--- config.mk ---
export PLATFORM = sky130hd
export DESIGN_NAME = time_set_ctrl_flat
export DESIGN_NICKNAME = d
export VERILOG_FILES = /design/src/rtl/time_set_ctrl_if.sv /design/src/rtl/time_set_ctrl.sv /design/src/flat_wrapper.sv
export SDC_FILE = /design/constraint.sdc
export NUM_CORES = 1
export LEC_CHECK = 0
export ABC_AREA = 1
export CORE_MARGIN = 8
export CORE_UTILIZATION = 50
export DETAILED_ROUTE_END_ITERATION = 16
export PLACE_DENSITY = 0.71
export SYNTH_ARGS = -nofsm -noshare
export SYNTH_HDL_FRONTEND = slang
export SYNTH_SLANG_ARGS = --single-unit
--- constraint.sdc ---
create_clock -name clk -period 2.2 [get_ports clk]
set_input_delay 0.44 -clock clk [delete_from_list [all_inputs] [get_ports clk]]
set_output_delay 0.44 -clock clk [all_outputs]
set_load 0.01 [all_outputs]
--- src/rtl/time_set_ctrl_if.sv ---
`default_nettype none
// =============================================================================
// time_set_ctrl_if
// Key, current-time, edited-time and load handshake signals of time_set_ctrl.
// Revision: 1.0
// =============================================================================
interface time_set_ctrl_if;
  logic       keyModeN;
  logic       keyIncN;
  logic [4:0] curHour;
  logic [5:0] curMin;
  logic [5:0] curSec;
  logic       loadAck;
  logic [4:0] setHour;
  logic [5:0] setMin;
  logic [5:0] setSec;
  logic       loadReq;
  logic       editing;
  logic [1:0] editField;

  modport master (
    output keyModeN, keyIncN, curHour, curMin, curSec, loadAck,
    input  setHour, setMin, setSec, loadReq, editing, editField
  );

  modport slave (
    input  keyModeN, keyIncN, curHour, curMin, curSec, loadAck,
    output setHour, setMin, setSec, loadReq, editing, editField
  );
endinterface
`default_nettype wire

--- src/rtl/time_set_ctrl.sv ---
`default_nettype none
// =============================================================================
// time_set_ctrl
// Debounced two-key hh:mm:ss editor with auto-repeat, edit timeout and
// req/ack load into the clock counter.
// Revision: 1.0
// =============================================================================
module time_set_ctrl #(
  parameter int CLK_HZ          = 50_000_000,
  parameter int DEBOUNCE_CYCLES = 1_000_000,
  parameter int REPEAT_DELAY    = 25_000_000,
  parameter int REPEAT_PERIOD   = 5_000_000,
  parameter int TIMEOUT         = 500_000_000
) (
  input  logic           clk,
  input  logic           reset,
  time_set_ctrl_if.slave bus
);

  localparam int DW = $clog2(DEBOUNCE_CYCLES + 1);
  localparam int RW = $clog2(((REPEAT_DELAY > REPEAT_PERIOD) ? REPEAT_DELAY : REPEAT_PERIOD) + 1);
  localparam int TW = $clog2(TIMEOUT + 1);
  localparam logic [DW-1:0] c_deb_last = DW'(DEBOUNCE_CYCLES - 1);
  localparam logic [RW-1:0] c_dly_last = RW'(REPEAT_DELAY - 1);
  localparam logic [RW-1:0] c_per_last = RW'(REPEAT_PERIOD - 1);
  localparam logic [TW-1:0] c_to_last  = TW'(TIMEOUT - 1);

  if (DEBOUNCE_CYCLES < 2 || CLK_HZ < 1) begin : g_param_check
    $error("time_set_ctrl: DEBOUNCE_CYCLES must be >= 2 and CLK_HZ positive");
  end

  // Bit 0 is the mode key, bit 1 the increment key.
  logic [1:0] w_raw;
  logic [1:0] w_deb;
  logic [1:0] w_press;
  assign w_raw = {bus.keyIncN, bus.keyModeN};

  for (genvar k = 0; k < 2; k++) begin : g_key
    logic [1:0]    r_sync;
    logic [DW-1:0] r_cnt;
    logic          r_deb;
    logic          r_press;

    always_ff @(posedge clk) begin
      if (reset) begin
        r_sync  <= 2'b11;
        r_cnt   <= '0;
        r_deb   <= 1'b1;
        r_press <= 1'b0;
      end else begin
        r_sync  <= {r_sync[0], w_raw[k]};
        r_press <= 1'b0;
        if (r_sync[1] == r_deb) begin
          r_cnt <= '0;
        end else if (r_cnt == c_deb_last) begin
          r_cnt   <= '0;
          r_deb   <= r_sync[1];
          r_press <= ~r_sync[1];
        end else begin
          r_cnt <= r_cnt + 1'b1;
        end
      end
    end

    assign w_deb[k]   = r_deb;
    assign w_press[k] = r_press;
  end

  // Repeat counter measures from the press event, then restarts per period.
  logic [RW-1:0] r_rep_cnt;
  logic          r_rep_active;
  logic          r_rep;

  always_ff @(posedge clk) begin
    if (reset) begin
      r_rep_cnt    <= '0;
      r_rep_active <= 1'b0;
      r_rep        <= 1'b0;
    end else begin
      r_rep <= 1'b0;
      if (w_press[1]) begin
        r_rep_cnt    <= RW'(1);
        r_rep_active <= 1'b0;
      end else if (w_deb[1]) begin
        r_rep_cnt    <= '0;
        r_rep_active <= 1'b0;
      end else if (r_rep_cnt == (r_rep_active ? c_per_last : c_dly_last)) begin
        r_rep        <= 1'b1;
        r_rep_cnt    <= '0;
        r_rep_active <= 1'b1;
      end else begin
        r_rep_cnt <= r_rep_cnt + 1'b1;
      end
    end
  end

  typedef enum logic [2:0] {
    S_IDLE = 3'd0,
    S_HOUR = 3'd1,
    S_MIN  = 3'd2,
    S_SEC  = 3'd3,
    S_LOAD = 3'd4
  } state_t;

  state_t        r_state;
  logic [TW-1:0] r_to_cnt;
  logic [4:0]    r_set_hour;
  logic [5:0]    r_set_min;
  logic [5:0]    r_set_sec;
  logic          r_load_req;
  logic          r_editing;
  logic [1:0]    r_edit_field;
  logic          w_mode;
  logic          w_inc;

  assign w_mode = w_press[0];
  assign w_inc  = w_press[1] | r_rep;

  always_ff @(posedge clk) begin
    if (reset) begin
      r_state      <= S_IDLE;
      r_to_cnt     <= '0;
      r_set_hour   <= '0;
      r_set_min    <= '0;
      r_set_sec    <= '0;
      r_load_req   <= 1'b0;
      r_editing    <= 1'b0;
      r_edit_field <= 2'd0;
    end else begin
      r_to_cnt <= '0;
      case (r_state)
        S_IDLE: begin
          if (w_mode) begin
            r_set_hour   <= bus.curHour;
            r_set_min    <= bus.curMin;
            r_set_sec    <= bus.curSec;
            r_state      <= S_HOUR;
            r_editing    <= 1'b1;
            r_edit_field <= 2'd1;
          end
        end
        S_HOUR, S_MIN, S_SEC: begin
          if (w_mode) begin
            // Mode wins over a coincident inc, which is simply dropped.
            case (r_state)
              S_HOUR: begin
                r_state      <= S_MIN;
                r_edit_field <= 2'd2;
              end
              S_MIN: begin
                r_state      <= S_SEC;
                r_edit_field <= 2'd3;
              end
              default: begin
                r_state      <= S_LOAD;
                r_editing    <= 1'b0;
                r_edit_field <= 2'd0;
                r_load_req   <= 1'b1;
              end
            endcase
          end else if (w_inc) begin
            case (r_state)
              S_HOUR:  r_set_hour <= (r_set_hour == 5'd23) ? 5'd0 : r_set_hour + 5'd1;
              S_MIN:   r_set_min  <= (r_set_min == 6'd59) ? 6'd0 : r_set_min + 6'd1;
              default: r_set_sec  <= (r_set_sec == 6'd59) ? 6'd0 : r_set_sec + 6'd1;
            endcase
          end else if (r_to_cnt == c_to_last) begin
            r_state      <= S_IDLE;
            r_editing    <= 1'b0;
            r_edit_field <= 2'd0;
          end else begin
            r_to_cnt <= r_to_cnt + 1'b1;
          end
        end
        S_LOAD: begin
          if (bus.loadAck) begin
            r_state    <= S_IDLE;
            r_load_req <= 1'b0;
          end
        end
        default: begin
          r_state      <= S_IDLE;
          r_load_req   <= 1'b0;
          r_editing    <= 1'b0;
          r_edit_field <= 2'd0;
        end
      endcase
    end
  end

  assign bus.setHour   = r_set_hour;
  assign bus.setMin    = r_set_min;
  assign bus.setSec    = r_set_sec;
  assign bus.loadReq   = r_load_req;
  assign bus.editing   = r_editing;
  assign bus.editField = r_edit_field;

endmodule
`default_nettype wire

--- src/flat_wrapper.sv ---
// flat-port wrapper written by rule: the top's interface ports become plain ports
module time_set_ctrl_flat 
#(
  parameter int CLK_HZ          = 50_000_000,
  parameter int DEBOUNCE_CYCLES = 1_000_000,
  parameter int REPEAT_DELAY    = 25_000_000,
  parameter int REPEAT_PERIOD   = 5_000_000,
  parameter int TIMEOUT         = 500_000_000
)
  (clk, reset, bus_keyModeN, bus_keyIncN, bus_curHour, bus_curMin, bus_curSec, bus_loadAck, bus_setHour, bus_setMin, bus_setSec, bus_loadReq, bus_editing, bus_editField);
  time_set_ctrl_if bus_i ();
  input  logic clk;
  input  logic reset;
  input wire logic [$bits(bus_i.keyModeN)-1:0] bus_keyModeN;
  input wire logic [$bits(bus_i.keyIncN)-1:0] bus_keyIncN;
  input wire logic [$bits(bus_i.curHour)-1:0] bus_curHour;
  input wire logic [$bits(bus_i.curMin)-1:0] bus_curMin;
  input wire logic [$bits(bus_i.curSec)-1:0] bus_curSec;
  input wire logic [$bits(bus_i.loadAck)-1:0] bus_loadAck;
  output wire logic [$bits(bus_i.setHour)-1:0] bus_setHour;
  output wire logic [$bits(bus_i.setMin)-1:0] bus_setMin;
  output wire logic [$bits(bus_i.setSec)-1:0] bus_setSec;
  output wire logic [$bits(bus_i.loadReq)-1:0] bus_loadReq;
  output wire logic [$bits(bus_i.editing)-1:0] bus_editing;
  output wire logic [$bits(bus_i.editField)-1:0] bus_editField;
  assign bus_i.keyModeN = bus_keyModeN;
  assign bus_i.keyIncN = bus_keyIncN;
  assign bus_i.curHour = bus_curHour;
  assign bus_i.curMin = bus_curMin;
  assign bus_i.curSec = bus_curSec;
  assign bus_i.loadAck = bus_loadAck;
  assign bus_setHour = bus_i.setHour;
  assign bus_setMin = bus_i.setMin;
  assign bus_setSec = bus_i.setSec;
  assign bus_loadReq = bus_i.loadReq;
  assign bus_editing = bus_i.editing;
  assign bus_editField = bus_i.editField;
  time_set_ctrl #(.CLK_HZ(CLK_HZ), .DEBOUNCE_CYCLES(DEBOUNCE_CYCLES), .REPEAT_DELAY(REPEAT_DELAY), .REPEAT_PERIOD(REPEAT_PERIOD), .TIMEOUT(TIMEOUT)) u_core (.clk(clk), .reset(reset), .bus(bus_i));
endmodule
=== Word-level counts from Yosys, hierarchy flattened ===
Index checks and enable logic that the tools add are counted.

* Add/sub/neg operators: 7
* Multiply operators: 0
* Divide/modulo/power cells: 0
* $lt $le $gt $ge: 0
* Eq/ne operators: 24
* Shift operators: 0
* Mux-type cells: 46
* Bitwise gates (word level): 10
* Reduce and logical (&&, ||, !) cells: 20

{| class="wikitable"
|+ Operator list
! operator !! count
|-
| 6-bit 2-to-1 mux || 10
|-
| 20-bit by 1-bit adder with 20-bit output, second input constant || 2
|-
| 20-bit == test, second input constant || 2
|-
| 29-bit by 1-bit adder with 29-bit output, second input constant || 1
|-
| 29-bit == test, second input constant || 1
|-
| 25-bit by 1-bit adder with 25-bit output, second input constant || 1
|-
| 25-bit == test || 1
|-
| 25-bit 2-to-1 mux || 1
|-
| 5-bit 2-to-1 mux || 5
|-
| 6-bit case mux with 2 select lines || 2
|-
| 5-bit AND reduction || 4
|-
| 3-bit OR reduction || 6
|-
| 3-bit 2-to-1 mux || 5
|-
| 6-bit by 1-bit adder with 6-bit output, second input constant || 2
|-
| 6-bit == test, second input constant || 2
|-
| 1-bit 2-to-1 mux || 12
|-
| 4-bit AND reduction || 3
|-
| 2-bit by 1-bit != test with 1-bit output, second input constant || 5
|-
| 5-bit case mux with 2 select lines || 1
|-
| 1-bit NOT || 9
|-
| 3-bit case mux with 3 select lines || 1
|-
| 2-bit 2-to-1 mux || 4
|-
| 3-bit by 2-bit == test with 1-bit output, second input constant || 2
|-
| 2-bit != test, second input constant || 3
|-
| 19 further kinds || 22
|}

* Flip-flop bits (word level): 128
* Bits in latches: 0
* Bits in writable memories: 0
* ROM bits: 0
* Input port bits: 22
* Output and inout port bits: 21
* Memories: 0

=== Longest topological paths before layout ===
Gate-level depths: netlist of the first run.

* Depth after elaboration: 6
* Depth in mapped cells: 11
* Depth with buffers taken out: 11

=== Worst setup path before layout of the first run ===
Ideal clock, no wire load.

* Kind: reg2reg
* Start: reg u_core.r_to_cnt[0]
* End: reg u_core.r_to_cnt[13]
* Setup time: 0.125 ns
* Arrival: 1.445 ns
* Slack: 0.630 ns
* Stages on the path, launching flop included: 11
* Clock period less this slack: 1.570 ns
* Path through: dfxtp_1 -> ha_1 -> nand2_1 -> nor2_4 -> nand2_2 -> nor2_2 -> nand2_1 -> nand4_2 -> buf_6 -> buf_6 -> a21oi_2

* Word-level cells in the longest chain between the ends: 2
* Elaborated cells on any way between the ends: 3
* Those cells by class: add/sub (1); eq/ne (1); reduce/logical (1)

{| class="wikitable"
|+ Ends and longest elaborated chain
! item !! RTL line !! text
|-
| start, declared || time_set_ctrl.sv:106 || <nowiki>logic [TW-1:0] r_to_cnt;</nowiki>
|-
| start signal, assigned || time_set_ctrl.sv:172 || <nowiki>r_to_cnt <= r_to_cnt + 1'b1;</nowiki>
|-
| branches (longest 2 deep; another with 29-bit by 1-bit adder with 29-bit output) || - ||
|}

Parallel ways; which one is timed is not known.
A chain may end at the register's enable or synchronous reset.

=== Final worst setup path of the first run ===
* Start: reg u_core.r_set_min[2], in the netlist u_core.bus.setMin[2]
* End: out bus_setMin[2]

{| class="wikitable"
|+ RTL lines
! item !! RTL line !! text
|-
| start, declared || time_set_ctrl.sv:108 || <nowiki>logic [5:0] r_set_min;</nowiki>
|-
| start signal, assigned || time_set_ctrl.sv:135 || <nowiki>r_set_min <= bus.curMin;</nowiki>
|-
| start signal, assigned || time_set_ctrl.sv:164 || <nowiki>S_MIN: r_set_min <= (r_set_min == 6'd59) ? 6'd0 : r_set_min + 6'd1;</nowiki>
|-
| end, declared || flat_wrapper.sv:21 || <nowiki>output wire logic [$bits(bus_i.setMin)-1:0] bus_setMin;</nowiki>
|}

No word-level cell between the ends.

==> metrics.txt, run 1 <==
# TYPE chip_impl_metric gauge
chip_impl_info{name="outcome",value="finished clean"} 1
chip_impl_metric{name="worst_setup_hold_path_clk_slew",unit="ps"} 60
chip_impl_metric{name="maxCapViolCount",unit=""} 0
chip_impl_info{name="synth_top_flop_cell",value="sky130_fd_sc_hd__dfxtp_1"} 1
chip_impl_metric{name="finalClockSkew",unit="ps"} 6.77
chip_impl_metric{name="synthDistinctLibCells",unit=""} 38
chip_impl_metric{name="setup_viol",unit=""} 0
chip_impl_metric{name="worstPathMaxFanout",unit=""} 6
chip_impl_metric{name="row_count",unit=""} 42
chip_impl_metric{name="cp_data_arrival_time",unit="ps"} 1460
chip_impl_metric{name="grt_start_max_net_pins",unit=""} 24
chip_impl_metric{name="post_synthesis_cell_count",unit=""} 994
chip_impl_metric{name="final_hold_violating_endpoints",unit=""} 0
chip_impl_metric{name="period_utilization",unit="%"} 86.5
chip_impl_metric{name="ctsLongestPathBuffers",unit=""} 2
chip_impl_info{name="critical_path.slowest_cell",value="sky130_fd_sc_hd__clkdlybuf4s50_1"} 1
chip_impl_metric{name="initial_antenna_violation_count",unit=""} 0
chip_impl_metric{name="yosys_register_bits",unit=""} 128
chip_impl_metric{name="first_pass_grt_wire_length",unit="mm"} 26.2
chip_impl_metric{name="coreArea",unit="um2"} 13200
chip_impl_info{name="cp-end-kind",value="output pin"} 1
chip_impl_metric{name="post-route-drc-count",unit=""} 0
chip_impl_metric{name="fillers",unit=""} 1255
chip_impl_metric{name="antenna_diode_instance_count",unit=""} 0
chip_impl_metric{name="peakVddDrop",unit="mV"} 0.542
chip_impl_metric{name="fraction_of_final_layout_cells_with_drive_strength_greater_than_1",unit="%"} 8.87
chip_impl_metric{name="floorplan.initialDensity",unit="%"} 50.9
chip_impl_metric{name="via_density_per_instance",unit=""} 5.06
chip_impl_info{name="cts_root_buffer",value="sky130_fd_sc_hd__clkbuf_16"} 1
chip_impl_metric{name="synth_async_sr_flop_share",unit="%"} 0
chip_impl_info{name="worstSetupStartpointType",value="register"} 1
chip_impl_metric{name="yosysWarningCount",unit=""} 0
chip_impl_metric{name="p_total",unit="mW"} 6.40
chip_impl_metric{name="slew_viol_final",unit=""} 0
chip_impl_info{name="crit_family",value="buffers and inverters"} 1
chip_impl_info{name="tritoncts_clock_tree",value="built"} 1
chip_impl_metric{name="cts_buffers",unit=""} 17
chip_impl_metric{name="final_net_count",unit=""} 1076
chip_impl_metric{name="synth_fp_nets",unit=""} 1023
chip_impl_info{name="crit_chain",value="clkdlybuf4s50_1"} 1
chip_impl_metric{name="synth.avg_cell_area",unit="um2"} 6.76
chip_impl_info{name="grt_setup_unrepaired",value="no"} 1
chip_impl_metric{name="cts.hold.buffers_added",unit=""} 0
chip_impl_metric{name="route.detailed.wl_per_inst",unit="um"} 12.0
chip_impl_metric{name="post-cts-setup-buffers",unit=""} 0
chip_impl_metric{name="ctsHtreeMaxLevel",unit=""} 4
chip_impl_metric{name="power.density",unit="nW/um2"} 812
chip_impl_metric{name="io_pins",unit=""} 43
chip_impl_info{name="synth.cells.most_frequent",value="sky130_fd_sc_hd__nand2_1, sky130_fd_sc_hd__nor2_1, sky130_fd_sc_hd__dfxtp_1"} 1
chip_impl_metric{name="fin_tns_setup",unit="ps"} 0
chip_impl_metric{name="critical_path_buf_inv_count",unit=""} 1
chip_impl_metric{name="drt_pass_1_iters",unit=""} 5
chip_impl_metric{name="cts_repair_resize_count",unit=""} 0
chip_impl_metric{name="synth_top_area_share",unit="%"} 38.2
chip_impl_metric{name="slowest_delay",unit="ps"} 590
chip_impl_metric{name="area_growth_syn_to_layout",unit="%"} 17.4
chip_impl_info{name="holdCritPathClass",value="reg2reg"} 1
chip_impl_info{name="synth.largest_area_cell",value="sky130_fd_sc_hd__dfxtp_1"} 1
chip_impl_metric{name="grt_pass1_vias",unit=""} 5855
chip_impl_metric{name="groute.usage.overall",unit="%"} 17.7
chip_impl_metric{name="routed-via-count",unit=""} 6254
chip_impl_metric{name="die_w",unit="um"} 132
chip_impl_metric{name="synth-seq-area-share",unit="%"} 38.2
chip_impl_metric{name="worst-slew-pin-transition",unit="ps"} 766
chip_impl_metric{name="floorplan.die_area",unit="um2"} 17400
chip_impl_metric{name="fin_crit",unit="ps"} 1900
chip_impl_metric{name="totalWireLength",unit="mm"} 14.8
chip_impl_metric{name="worst_ep_required_time",unit="ps"} 1760
chip_impl_metric{name="initialDrtViolationCount",unit=""} 450
chip_impl_metric{name="leakagePower",unit="nW"} 2.66
chip_impl_metric{name="dp.final_hpwl",unit="mm"} 10.8
chip_impl_info{name="setup.worst_path.class",value="reg2out"} 1
chip_impl_info{name="post-synth-top-count-cell",value="sky130_fd_sc_hd__nand2_1"} 1
chip_impl_metric{name="globalRouteOverflowTotal",unit=""} 0
chip_impl_metric{name="numClockSinks",unit=""} 128
chip_impl_metric{name="max_freq",unit="MHz"} 526
chip_impl_info{name="largest_cells_by_area_after_synthesis",value="sky130_fd_sc_hd__dfxtp_1, sky130_fd_sc_hd__nand2_1, sky130_fd_sc_hd__nor2_1, sky130_fd_sc_hd__inv_1, sky130_fd_sc_hd__a21oi_1"} 1
chip_impl_metric{name="hold_ws",unit="ps"} 413
chip_impl_metric{name="die_height",unit="um"} 132
chip_impl_metric{name="final_antenna_net_count",unit=""} 0
chip_impl_metric{name="netlist_area",unit="um2"} 6720
chip_impl_metric{name="relative_slew_slack",unit="%"} 49.0
chip_impl_metric{name="finalWeightedCongestion",unit=""} 0.949
chip_impl_metric{name="port_buffers",unit=""} 42
chip_impl_metric{name="synth-edff-count",unit=""} 0
chip_impl_metric{name="worstSkewPairLatency",unit="ps"} 430
==> per-stage QoR <==
| step | util, % | instances | instance area [um2] | setup WS [ps] |
|---|---|---|---|---|
| 6_report | 59.8 | 1236 | 7880 | 298 |
| 5_1_grt | 59.8 | 1236 | 7880 | 145 |
| 4_1_cts | 59.8 | 1236 | 7880 | 297 |
| 3_5_place_dp | 55.5 | 1204 | 7320 | 62.6 |
| 3_3_place_gp | 55.5 | 1204 | 7320 | 165 |
| 2_1_floorplan | - | 994 | 6720 | 630 |
==> cell usage in the layout, fill, tap and decap left out, drive strengths merged, types with 11 or more instances in the layout <==
cell	instances
a21oi	69
clkbuf	21
clkdlybuf4s50	42
dfxtp	128
inv	111
nand2	262
nand3	60
nand3b	11
nand4	26
nor2	160
nor3	45
o21ai	32
or2	17
xnor2	14
xor2	23
==> layer usage <==
metal	up-vias	routed length [um]	global-route usage (%)
li1	3315	-	-
met1	2756	6970	21.9
met2	155	6710	28.4
met3	28	890	5.64
met4	0	265	6.38
met5	-	0	0
==> cell type report <==
type / count / area (um2) / share of cell area (%)
multi-input cells: 739 / 3640 / 46.1
flip-flops and latches: 128 / 2560 / 32.5
clock inverters: 11 / 88.8 / 1.13
inverters: 113 / 425 / 5.40
well taps: 176 / 220 / 2.79
repair buffers: 48 / 478 / 6.06
clock buffers: 21 / 470 / 5.97
==> kinds of logic after synthesis <==
| kind of cell | count (synthesis) | synth area share, % |
|---|---|---|
| AND/OR/NAND/NOR | 590 | 39.5 |
| flip-flops | 128 | 38.2 |
| buffers and inverters | 127 | 7.69 |
| AO/OA/AOI/OAI | 105 | 8.57 |
| XOR/XNOR | 37 | 4.82 |
| adder cells (fa/ha/maj) | 7 | 1.30 |
==> flip-flops by register name, indices dropped and copies added, names as in the netlist <==
signal	flops
u_core.bus.editing	1
u_core.r_rep	1
u_core.bus.setHour	5
u_core.g_key.r_cnt	40
u_core.bus.setSec	6
u_core.r_rep_active	1
u_core.bus.editField	2
u_core.bus.loadReq	1
u_core.g_key.r_sync	4
u_core.r_state	3
u_core.r_to_cnt	29
u_core.g_key.r_deb	2
u_core.g_key.r_press	2
u_core.bus.setMin	6
u_core.r_rep_cnt	25
==> power breakdown <==
group / switching (mW) / internal, mW
Combinational: 0.643 / 0.492
Clock: 1.02 / 1.63
Sequential: 0.164 / 2.45
==> worst paths after layout <==
check / endpoint / slack, ps / startpoint / depth (start not counted)
max: bus_setMin[2] / 300 / u_core.bus.setMin[2]$_SDFFE_PP0P_ / 1
min: u_core.g_key[1].r_sync[1]$_SDFF_PP1_ / 410 / u_core.g_key[1].r_sync[0]$_SDFF_PP1_ / 1
max reg2reg: u_core.r_to_cnt[17]$_SDFF_PP0_ / 360 / u_core.r_to_cnt[0]$_SDFF_PP0_ / 9
min reg2reg: u_core.g_key[1].r_sync[1]$_SDFF_PP1_ / 410 / u_core.g_key[1].r_sync[0]$_SDFF_PP1_ / 1
Note: power is estimated with default switching activity, not from simulation.
==> run 2: changes to the inputs <==
Settings changed: SKIP_LAST_GASP from default to 1.
==> results of run 2 <==
Final layout, timing and power as in run 1 (identical DEF).
==> run 3: changes to the inputs <==
Settings changed: CORE_UTILIZATION 50 to 55, PLACE_DENSITY 0.71 to 0.77.
==> metrics.txt, run 3 (synthesis results as in run 1) <==
# TYPE chip_impl_metric gauge
chip_impl_info{name="layout.cells.most_common",value="sky130_fd_sc_hd__nand2_1"} 1
chip_impl_metric{name="ctsLongestPathBuffers",unit=""} 2
chip_impl_metric{name="cts_repair_resize_count",unit=""} 0
chip_impl_metric{name="final_hold_violating_endpoints",unit=""} 0
chip_impl_metric{name="io_pins",unit=""} 43
chip_impl_metric{name="finalWeightedCongestion",unit=""} 0.962
chip_impl_info{name="tritoncts_clock_tree",value="built"} 1
chip_impl_metric{name="fin_util",unit="%"} 66.5
chip_impl_metric{name="floorplan.die_area",unit="um2"} 16000
chip_impl_metric{name="die_height",unit="um"} 127
chip_impl_metric{name="cp_data_arrival_time",unit="ps"} 1460
chip_impl_metric{name="initialDrtViolationCount",unit=""} 441
chip_impl_metric{name="grt_start_max_net_pins",unit=""} 24
chip_impl_metric{name="worst_setup_hold_path_clk_slew",unit="ps"} 60
chip_impl_metric{name="final_net_count",unit=""} 1076
chip_impl_metric{name="routed-via-count",unit=""} 6297
chip_impl_info{name="cts_root_buffer",value="sky130_fd_sc_hd__clkbuf_16"} 1
chip_impl_metric{name="floorplan.initialDensity",unit="%"} 56.2
chip_impl_metric{name="groute.usage.overall",unit="%"} 19.4
chip_impl_metric{name="port_buffers",unit=""} 42
chip_impl_metric{name="hold_ws",unit="ps"} 438
chip_impl_metric{name="postLayoutSetupSlackWorst",unit="ps"} 300
chip_impl_metric{name="row_count",unit=""} 40
chip_impl_info{name="cp-end-kind",value="output pin"} 1
chip_impl_metric{name="numClockSinks",unit=""} 128
chip_impl_metric{name="fin_tns_setup",unit="ps"} 0
chip_impl_metric{name="p_total",unit="mW"} 6.95
chip_impl_metric{name="post-route-drc-count",unit=""} 0
chip_impl_metric{name="ctsHtreeMaxLevel",unit=""} 4
chip_impl_info{name="registers.top_by_ff_count",value="u_core.g_key.r_cnt"} 1
chip_impl_metric{name="post-cts-setup-buffers",unit=""} 0
chip_impl_metric{name="antenna_diode_instance_count",unit=""} 0
chip_impl_metric{name="dp.final_hpwl",unit="mm"} 10.7
chip_impl_metric{name="area_growth_syn_to_layout",unit="%"} 18.4
chip_impl_metric{name="leakagePower",unit="nW"} 2.70
chip_impl_metric{name="totalWireLength",unit="mm"} 15.0
chip_impl_metric{name="max_freq",unit="MHz"} 526
chip_impl_metric{name="dr_wl_met2",unit="mm"} 6.77
chip_impl_metric{name="period_utilization",unit="%"} 86.4
chip_impl_metric{name="placed_cells",unit=""} 1175
chip_impl_metric{name="final_antenna_net_count",unit=""} 0
chip_impl_metric{name="detailedPlace.worstSlack",unit="ps"} 212
chip_impl_metric{name="peakVddDrop",unit="mV"} 0.640
chip_impl_metric{name="finalClockSkew",unit="ps"} 13.1
chip_impl_metric{name="worst-slew-pin-transition",unit="ps"} 710
chip_impl_metric{name="route.met3.wl",unit="um"} 968
chip_impl_info{name="critical_path.slowest_cell",value="sky130_fd_sc_hd__clkdlybuf4s50_1"} 1
chip_impl_metric{name="relative_slew_slack",unit="%"} 52.7
chip_impl_metric{name="worstPathMaxFanout",unit=""} 7
chip_impl_metric{name="cts.hold.buffers_added",unit=""} 0
chip_impl_info{name="holdCritPathClass",value="reg2reg"} 1
chip_impl_metric{name="worst_ep_required_time",unit="ps"} 1760
chip_impl_metric{name="slew_viol_final",unit=""} 0
chip_impl_metric{name="worst-r2r-setup-slack",unit="ps"} 320
chip_impl_metric{name="slowest_delay",unit="ps"} 590
chip_impl_info{name="outcome",value="finished clean"} 1
chip_impl_metric{name="drt_pass_1_iters",unit=""} 5
chip_impl_metric{name="first_pass_grt_wire_length",unit="mm"} 26.1
chip_impl_metric{name="die_w",unit="um"} 127
chip_impl_metric{name="via_density_per_instance",unit=""} 5.22
chip_impl_info{name="crit_chain",value="clkdlybuf4s50_1"} 1
chip_impl_metric{name="grt_pass1_vias",unit=""} 5978
chip_impl_metric{name="coreArea",unit="um2"} 12000
chip_impl_metric{name="post-route-cell-area",unit="um2"} 7950
chip_impl_metric{name="fraction_of_final_layout_cells_with_drive_strength_greater_than_1",unit="%"} 8.87
chip_impl_metric{name="critical_path_buf_inv_count",unit=""} 1
chip_impl_metric{name="met1Wirelength",unit="mm"} 7.01
chip_impl_metric{name="maxCapViolCount",unit=""} 0
chip_impl_metric{name="route.detailed.wl_per_inst",unit="um"} 12.4
chip_impl_metric{name="placed_area",unit="um2"} 7290
chip_impl_metric{name="fin_crit",unit="ps"} 1900
chip_impl_info{name="setup.worst_path.class",value="reg2out"} 1
chip_impl_metric{name="worstSkewPairLatency",unit="ps"} 430
chip_impl_metric{name="number_of_flip_flops_in_the_largest_register",unit=""} 40
chip_impl_info{name="topRoutingLayerUsed",value="met4"} 1
chip_impl_info{name="grt_setup_unrepaired",value="no"} 1
chip_impl_info{name="worstSetupStartpointType",value="register"} 1
chip_impl_metric{name="setup_viol",unit=""} 0
chip_impl_metric{name="power.density",unit="nW/um2"} 874
chip_impl_metric{name="initial_antenna_violation_count",unit=""} 0
chip_impl_info{name="reg_top3",value="u_core.g_key.r_cnt x40, u_core.r_to_cnt x29, u_core.r_rep_cnt x25"} 1
chip_impl_metric{name="post_layout_nonfiller_instances",unit=""} 1207
chip_impl_metric{name="cts_buffers",unit=""} 17
chip_impl_metric{name="globalRouteOverflowTotal",unit=""} 0
chip_impl_info{name="layout_common_cells",value="sky130_fd_sc_hd__nand2_1, sky130_fd_sc_hd__nor2_1, sky130_fd_sc_hd__dfxtp_1"} 1
chip_impl_info{name="crit_family",value="buffers and inverters"} 1
==> run 3: worst register-to-register path, stage by stage (launching register included) <==
cell                      delay [ps]
sky130_fd_sc_hd__dfxtp_1         350
sky130_fd_sc_hd__ha_1            170
sky130_fd_sc_hd__nand2_1         100
sky130_fd_sc_hd__nor2_4          150
sky130_fd_sc_hd__nand4_1         140
sky130_fd_sc_hd__a21oi_1         170
sky130_fd_sc_hd__nand2_1         170
sky130_fd_sc_hd__nand2_2         390
sky130_fd_sc_hd__a21oi_1         100
==> run 3: worst paths after layout <==
| kind | endpoint | startpoint | cells after the start |
|---|---|---|---|
| max | bus_setHour[2] | u_core.bus.setHour[2]$_SDFFE_PP0P_ | 1 |
| min | u_core.g_key[0].r_sync[1]$_SDFF_PP1_ | u_core.g_key[0].r_sync[0]$_SDFF_PP1_ | 1 |
| max reg2reg | u_core.r_rep_cnt[22]$_SDFF_PP0_ | u_core.r_rep_cnt[0]$_SDFF_PP0_ | 8 |
| min reg2reg | u_core.g_key[0].r_sync[1]$_SDFF_PP1_ | u_core.g_key[0].r_sync[0]$_SDFF_PP1_ | 1 |
==> run 3: routing by layer <==
metal  track usage [%]  vias to the layer above
met1              23.9                     2787
met4              7.01                        0
met2              31.1                      179
met3              6.28                       26
li1                  -                     3305
met5                 0                        -
==> run 3: area by class of cell <==
cell class / count / area, um2
Clock inverter: 14 / 238
Inverter: 113 / 425
Fill cell: 1052 / 4010
Tap cell: 147 / 184
Sequential cell: 128 / 2560
Timing Repair Buffer: 48 / 478
Clock buffer: 18 / 429
Multi-Input combinational cell: 739 / 3640
==> run 3: report_power, final <==
| group | internal, mW | switching (mW) |
|---|---|---|
| Sequential | 2.45 | 0.167 |
| Clock | 2.12 | 1.07 |
| Combinational | 0.491 | 0.643 |
| Total | 5.07 | 1.88 |
==> RTL edit 1, RTL diff (config.mk and constraints of run 3) <==
Re-encode `state_t` (5 states) as one-hot, 5 bits wide.
--- a/src/rtl/time_set_ctrl.sv
+++ b/src/rtl/time_set_ctrl.sv
@@ -95,10 +95,10 @@
   end
 
-  typedef enum logic [2:0] {
-    S_IDLE = 3'd0,
-    S_HOUR = 3'd1,
-    S_MIN  = 3'd2,
-    S_SEC  = 3'd3,
-    S_LOAD = 3'd4
+  typedef enum logic [4:0] {
+    S_IDLE = 5'b00001,
+    S_HOUR = 5'b00010,
+    S_MIN  = 5'b00100,
+    S_SEC  = 5'b01000,
+    S_LOAD = 5'b10000
   } state_t;
 
Check against the original RTL: no difference found for any inputs over 4 cycles, from zero or initial values and one cycle with reset high; so few cycles prove little.
==> RTL edit 1 against run 3 <==
Area after synthesis grew 0.88%. Final area shrank 0.36%. Combinational power grew 87%. Power grew 13%. Setup slack lost 0.031 ns. Utilization shrank 0.52 points. Largest power group unchanged. Sequential power grew 7%. Routed wire length shrank 5.4%. Critical path depth grew 9. Clock power shrank 9.1%. Sequential cell count grew 2.
==> RTL edit 1: results (changes against run 3) <==
Outcome
  • Status: finished clean (unchanged)

Logic synthesis
  • Top cells by area, synth: dfxtp_1, nand2_1, nor2_1, inv_1, nand3_1 (was dfxtp_1, nand2_1, nor2_1, inv_1, a21oi_1)
  • Syn nets: 1020 (was 1023)
  • Mux cell area share after synthesis: 0 (unchanged)
  • Synth Area in Compound Gates: 0.05614 (was 0.08569)
  • Most frequent cells after synthesis: nand2_1, nor2_1, dfxtp_1, inv_1, nand3_1 (was nand2_1, nor2_1, dfxtp_1, inv_1, a21oi_1)
  • Unique masters post-synth: 37 (was 38)
  • Seq/Total Area, Yosys: 0.3841 (was 0.3815)
  • Synth Area in XOR/XNOR: 0.05429 (was 0.04825)

Global routing
  • Number of antenna violations at the first check in global routing: 0 (unchanged)
  • First-pass GRT wire length: 24420 µm (was 26120 µm)
  • M1 GR Usage: 0.2239 (was 0.2390)
  • Met3 Use GR: 0.04992 (was 0.06284)
  • Largest net degree at the start of global routing: 23 (was 24)
  • Vias in the first global route: 5595 (was 5978)
  • Met2 usage: 0.2929 (was 0.3107)
  • GRT Util Overall: 0.1819 (was 0.1941)

Place
  • Placed cell areas: 7311 µm² (was 7287 µm²)
  • DP Wirelength: 10120 µm (was 10660 µm)
  • GPL Wtd Cong: 0.8645 (was 0.9621)

Power
  • Net Sw Frac: 0.3185 (was 0.2706)
  • Worst VDD drop: 0.0007908 V (was 0.0006397 V)
  • Pleak: 3.019 nW (was 2.702 nW)

Layout
  • Layout net count: 1072 (was 1076)
  • Share of layout cells above drive strength 1: 0.08910 (was 0.08868)
  • Filler cells: 1072 (was 1052)

Critical path
  • Worst R2R End: u_core.r_rep_cnt[7] (was u_core.r_rep_cnt[22])
  • Arr. time, crit path: 2.22 ns (was 1.46 ns)
  • Worst reg2reg path startpoint: u_core.r_rep_cnt[1] (was u_core.r_rep_cnt[0])
  • Worst r2r path cells: 10 (was 8)
  • CP Max Fanout: 22 (was 7)
  • R2R Setup Slk: 0.27 ns (was 0.32 ns)

Hold path
  • Hold path endpoint: u_core.g_key[0].r_sync[1] (unchanged)

Route
  • Post-Route WL: 14190 µm (was 14990 µm)
  • Via Count: 6130 (was 6297)
  • Initial drt markers: 427 (was 441)

Timing
  • Least-Margin Pin Slew: 0.4426 ns (was 0.7096 ns)

Clock tree
  • Num CTS Buffers: 17 (unchanged)
-- RTL edit 1: cell count changes after synthesis, sizes merged, moves of 7 or more --
| cell | run 3 | this run |
|---|---|---|
| nor2 | 160 | 199 |
| xor2 | 23 | 34 |
| nand3 | 60 | 84 |
| nand3b | 11 | 2 |
| a21oi | 69 | 37 |
| buf | 11 | 18 |
| o21ai | 32 | 25 |
| nor3b | 3 | 11 |
| nand2 | 262 | 212 |
-- RTL edit 1: layout make-up --
type	instances	area share
clock buffers	23	0.06157
clock inverters	8	0.01595
inverters	117	0.05542
multi-input cells	724	0.4520
flip-flops and latches	130	0.3284
well taps	147	0.02321
repair buffers	53	0.06347
-- RTL edit 1: how the worst max path moves through the flow --
stage                                   start                    to  slack [ns]  cells after the start
final                     u_core.r_rep_cnt[1]   u_core.r_rep_cnt[7]        0.27                     10
after global routing      u_core.r_rep_cnt[1]  u_core.r_rep_cnt[11]        0.06                     10
after CTS                 u_core.r_rep_cnt[1]   u_core.r_rep_cnt[7]        0.25                     10
after detailed placement                reset  u_core.r_rep_cnt[15]        0.21                      5
after global placement                  reset  u_core.r_rep_cnt[17]        0.24                      5
after floorplan           u_core.r_rep_cnt[0]  u_core.r_rep_cnt[23]        0.60                     11
-- RTL edit 1: worst max-delay path: stages, from the launching register on --
cell,delay [ns]
dfxtp_1,0.36
ha_1,0.22
nand2_1,0.08
inv_2,0.08
nand2_2,0.08
nor2_1,0.15
nand2_1,0.09
nor3_1,0.17
nand2_1,0.12
nand2_2,0.36
nor2_1,0.10
-- RTL edit 1: per-stage QoR --
stage	total power, mW	setup WS [ns]	cells	hold WS, ns	util
3_3_place_gp	4.929	0.2432	1171	0.4012	0.6086
4_1_cts	7.881	0.2486	1202	0.4290	0.6598
6_report	7.822	0.2682	1202	0.4214	0.6598
5_1_grt	8.321	0.05947	1202	0.4381	0.6598
3_5_place_dp	4.962	0.2140	1171	0.4160	0.6086
2_1_floorplan	4.404	0.5990	991	0.3895	-
-- RTL edit 1: cell families after synthesis --
logic type | after synthesis
AO/OA/AOI/OAI | 70
XOR/XNOR | 42
adder cells (fa/ha/maj) | 7
buffers and inverters | 137
flip-flops | 130
AND/OR/NAND/NOR | 605
-- RTL edit 1: power groups by stage --
| stage | Clock [mW] | Sequential, mW | Combinational (mW) |
|---|---|---|---|
| final | 2.90 | 2.81 | 2.11 |
| after global routing | 3.07 | 2.85 | 2.40 |
| after CTS | 2.94 | 2.81 | 2.13 |
| after floorplan | 0 | 2.89 | 1.52 |
| after detailed placement | 0 | 2.86 | 2.10 |
| after global placement | 0 | 2.86 | 2.07 |
-- RTL edit 1: per-layer routing --
metal  up-vias  wire length (µm)
met5         -                 0
met4         0               223
met3        19               558
met2        92              6388
met1      2741              7019
li1       3278                 -
==> RTL edit 2, RTL diff (settings of run 3) <==
Without the edit above. `REPEAT_PERIOD` is set to 5_000_000 in 2 places; all go to 10_000_000.
--- a/src/rtl/time_set_ctrl.sv
+++ b/src/rtl/time_set_ctrl.sv
@@ -10,5 +10,5 @@
   parameter int DEBOUNCE_CYCLES = 1_000_000,
   parameter int REPEAT_DELAY    = 25_000_000,
-  parameter int REPEAT_PERIOD   = 5_000_000,
+  parameter int REPEAT_PERIOD   = 10_000_000,
   parameter int TIMEOUT         = 500_000_000
 ) (
--- a/src/flat_wrapper.sv
+++ b/src/flat_wrapper.sv
@@ -5,5 +5,5 @@
   parameter int DEBOUNCE_CYCLES = 1_000_000,
   parameter int REPEAT_DELAY    = 25_000_000,
-  parameter int REPEAT_PERIOD   = 5_000_000,
+  parameter int REPEAT_PERIOD   = 10_000_000,
   parameter int TIMEOUT         = 500_000_000
 )
Check against the original RTL: same outputs for any inputs over 4 cycles, from zero or initial values and one cycle with reset high; that may be too few to reach the edited logic, so the function may still have changed.
==> RTL edit 2 against run 3 <==
Sequential cell count unchanged. Routed wire length up 2.4%. Setup slack worse by 0.092 ns. Via count up 2.0%. Sequential power about the same. Final area up 0.52%. Area after synthesis up 0.34%. Power down 4.9%. Critical path type is now flop to flop. Largest cell class unchanged.
==> RTL edit 2: results (changes against run 3) <==
Critical path
  • CP peak stage delay: 0.39 ns (was 0.59 ns)
  • CP Max Fanout: 12 (was 7)
  • Worst R2R End: u_core.g_key[0].r_cnt[19] (was u_core.r_rep_cnt[22])
  • Worst reg2reg path startpoint: u_core.g_key[0].r_cnt[0] (was u_core.r_rep_cnt[0])
  • R2R Setup Slk: 0.21 ns (was 0.32 ns)
  • Slowest cell on the critical path: dfxtp_1 (was clkdlybuf4s50_1)
  • Worst r2r path cells: 9 (was 8)
  • Arr. time, crit path: 2.29 ns (was 1.46 ns)

Route
  • Post-Route WL: 15360 µm (was 14990 µm)
  • Via Count: 6423 (was 6297)
  • Initial drt markers: 582 (was 441)
  • Drt via density: 5.180 (was 5.217)

Logic synthesis
  • Synth Area in Compound Gates: 0.08912 (was 0.08569)
  • Seq/Total Area, Yosys: 0.3802 (was 0.3815)
  • Dominant synthesized flop cell: dfxtp_1 (unchanged)
  • Top cells by area, synth: dfxtp_1, nand2_1, nor2_1, inv_1, nand3_1 (was dfxtp_1, nand2_1, nor2_1, inv_1, a21oi_1)
  • Warnings, synthesis: 0 (unchanged)
  • Unique masters post-synth: 34 (was 38)
  • Synth Area in XOR/XNOR: 0.04289 (was 0.04825)
  • Cells after Synth: 1019 (was 994)
  • Most frequent cells after synthesis: nand2_1, nor2_1, dfxtp_1, inv_1, nand3_1 (was nand2_1, nor2_1, dfxtp_1, inv_1, a21oi_1)
  • Synth Area in Adders: 0.01300 (was 0.01304)
  • Syn nets: 1048 (was 1023)

Clock tree
  • Root buf cell: clkbuf_16 (unchanged)
  • Resize count post-CTS: 0 (unchanged)

Layout
  • Layout net count: 1110 (was 1076)
  • Filler cells: 1076 (was 1052)
  • Share of layout cells above drive strength 1: 0.09149 (was 0.08868)

Global routing
  • Largest net degree at the start of global routing: 23 (was 24)
  • Met3 Use GR: 0.05614 (was 0.06284)
  • Met2 usage: 0.3025 (was 0.3107)
  • First-pass GRT wire length: 26660 µm (was 26120 µm)
  • M1 GR Usage: 0.2590 (was 0.2390)
  • Number of antenna violations at the first check in global routing: 0 (unchanged)
  • Vias in the first global route: 5917 (was 5978)
  • GRT Util Overall: 0.1981 (was 0.1941)

Place
  • Placed insts: 1209 (was 1175)
  • DP Wirelength: 11050 µm (was 10660 µm)
  • GPL Wtd Cong: 0.8899 (was 0.9621)
  • Port Buf Inserts: 42 (unchanged)

Outcome
  • Status: finished clean (unchanged)

Timing
  • Least-Margin Pin Slew: 0.7334 ns (was 0.7096 ns)
  • Clock skew: 0.006798 ns (was 0.01307 ns)
  • Hold Worst Slack: 0.4235 ns (was 0.4378 ns)

Power
  • Worst VDD drop: 0.0005835 V (was 0.0006397 V)
  • Pleak: 2.697 nW (was 2.702 nW)

Hold path
  • Min-Delay Path Class: flop to flop (unchanged)
-- RTL edit 2: worst max-delay path, delay by kind of cell (launching register included) --
kind,cells,cell delay [ns]
adder cells (fa/ha/maj),1,0.23
buffers and inverters,1,0.25
AND/OR/NAND/NOR,6,0.93
AO/OA/AOI/OAI,1,0.06
flip-flops,1,0.39
-- RTL edit 2: worst max-delay path by stage --
| stage | slack (ns) | endpoint | from |
|---|---|---|---|
| finish | 0.21 | u_core.g_key[0].r_cnt[19] | u_core.g_key[0].r_cnt[0] |
| global route | 0.01 | u_core.g_key[0].r_cnt[19] | u_core.g_key[0].r_cnt[0] |
| CTS | 0.21 | u_core.g_key[0].r_cnt[19] | u_core.g_key[0].r_cnt[0] |
| detailed placement | 0.25 | u_core.g_key[0].r_cnt[19] | u_core.g_key[0].r_cnt[0] |
| global placement | 0.31 | u_core.g_key[0].r_cnt[2] | u_core.g_key[0].r_cnt[0] |
| floorplan | 0.63 | u_core.g_key[0].r_cnt[10] | u_core.g_key[0].r_cnt[0] |
-- RTL edit 2: routing by layer --
layer / part of all wire / vias to the layer above
met5: 0 / -
met3: 0.059 / 19
met4: 0.016 / 0
met2: 0.43 / 160
li1: - / 3389
met1: 0.49 / 2855
-- RTL edit 2: power by group --
part | internal, mW | switching, mW | leakage [nW] | total [mW]
combinational | 0.476 | 0.634 | 1.38 | 1.11
sequential | 2.45 | 0.170 | 1.03 | 2.62
clock | 1.84 | 1.04 | 0.280 | 2.88
-- RTL edit 2: cells by family (layout without fill, tap and decap cells) --
| family | after synthesis | after routing |
|---|---|---|
| and+or+nand+nor | 618 | 618 |
| buffers and inverters | 127 | 201 |
| adders and majority gates | 7 | 7 |
| xor gates and xnor gates | 33 | 33 |
| AOI/OAI and AO/OA | 106 | 106 |
| DFF | 128 | 128 |
-- RTL edit 2: final cells by class --
class / count / share of cell area
Clock buffer: 19 / 0.05665
Clock inverter: 12 / 0.02019
Inverter: 114 / 0.05352
Multi-Input combinational cell: 764 / 0.4588
Sequential cell: 128 / 0.3205
Tap cell: 147 / 0.02300
Timing Repair Buffer: 56 / 0.06729
-- RTL edit 2: per-stage QoR --
step	area (µm²)	setup slack, ns
floorplan	6739	0.6325
global placement	7381	0.3147
detailed placement	7381	0.2526
CTS	7995	0.2060
global route	7995	0.01174
finish	7995	0.2080
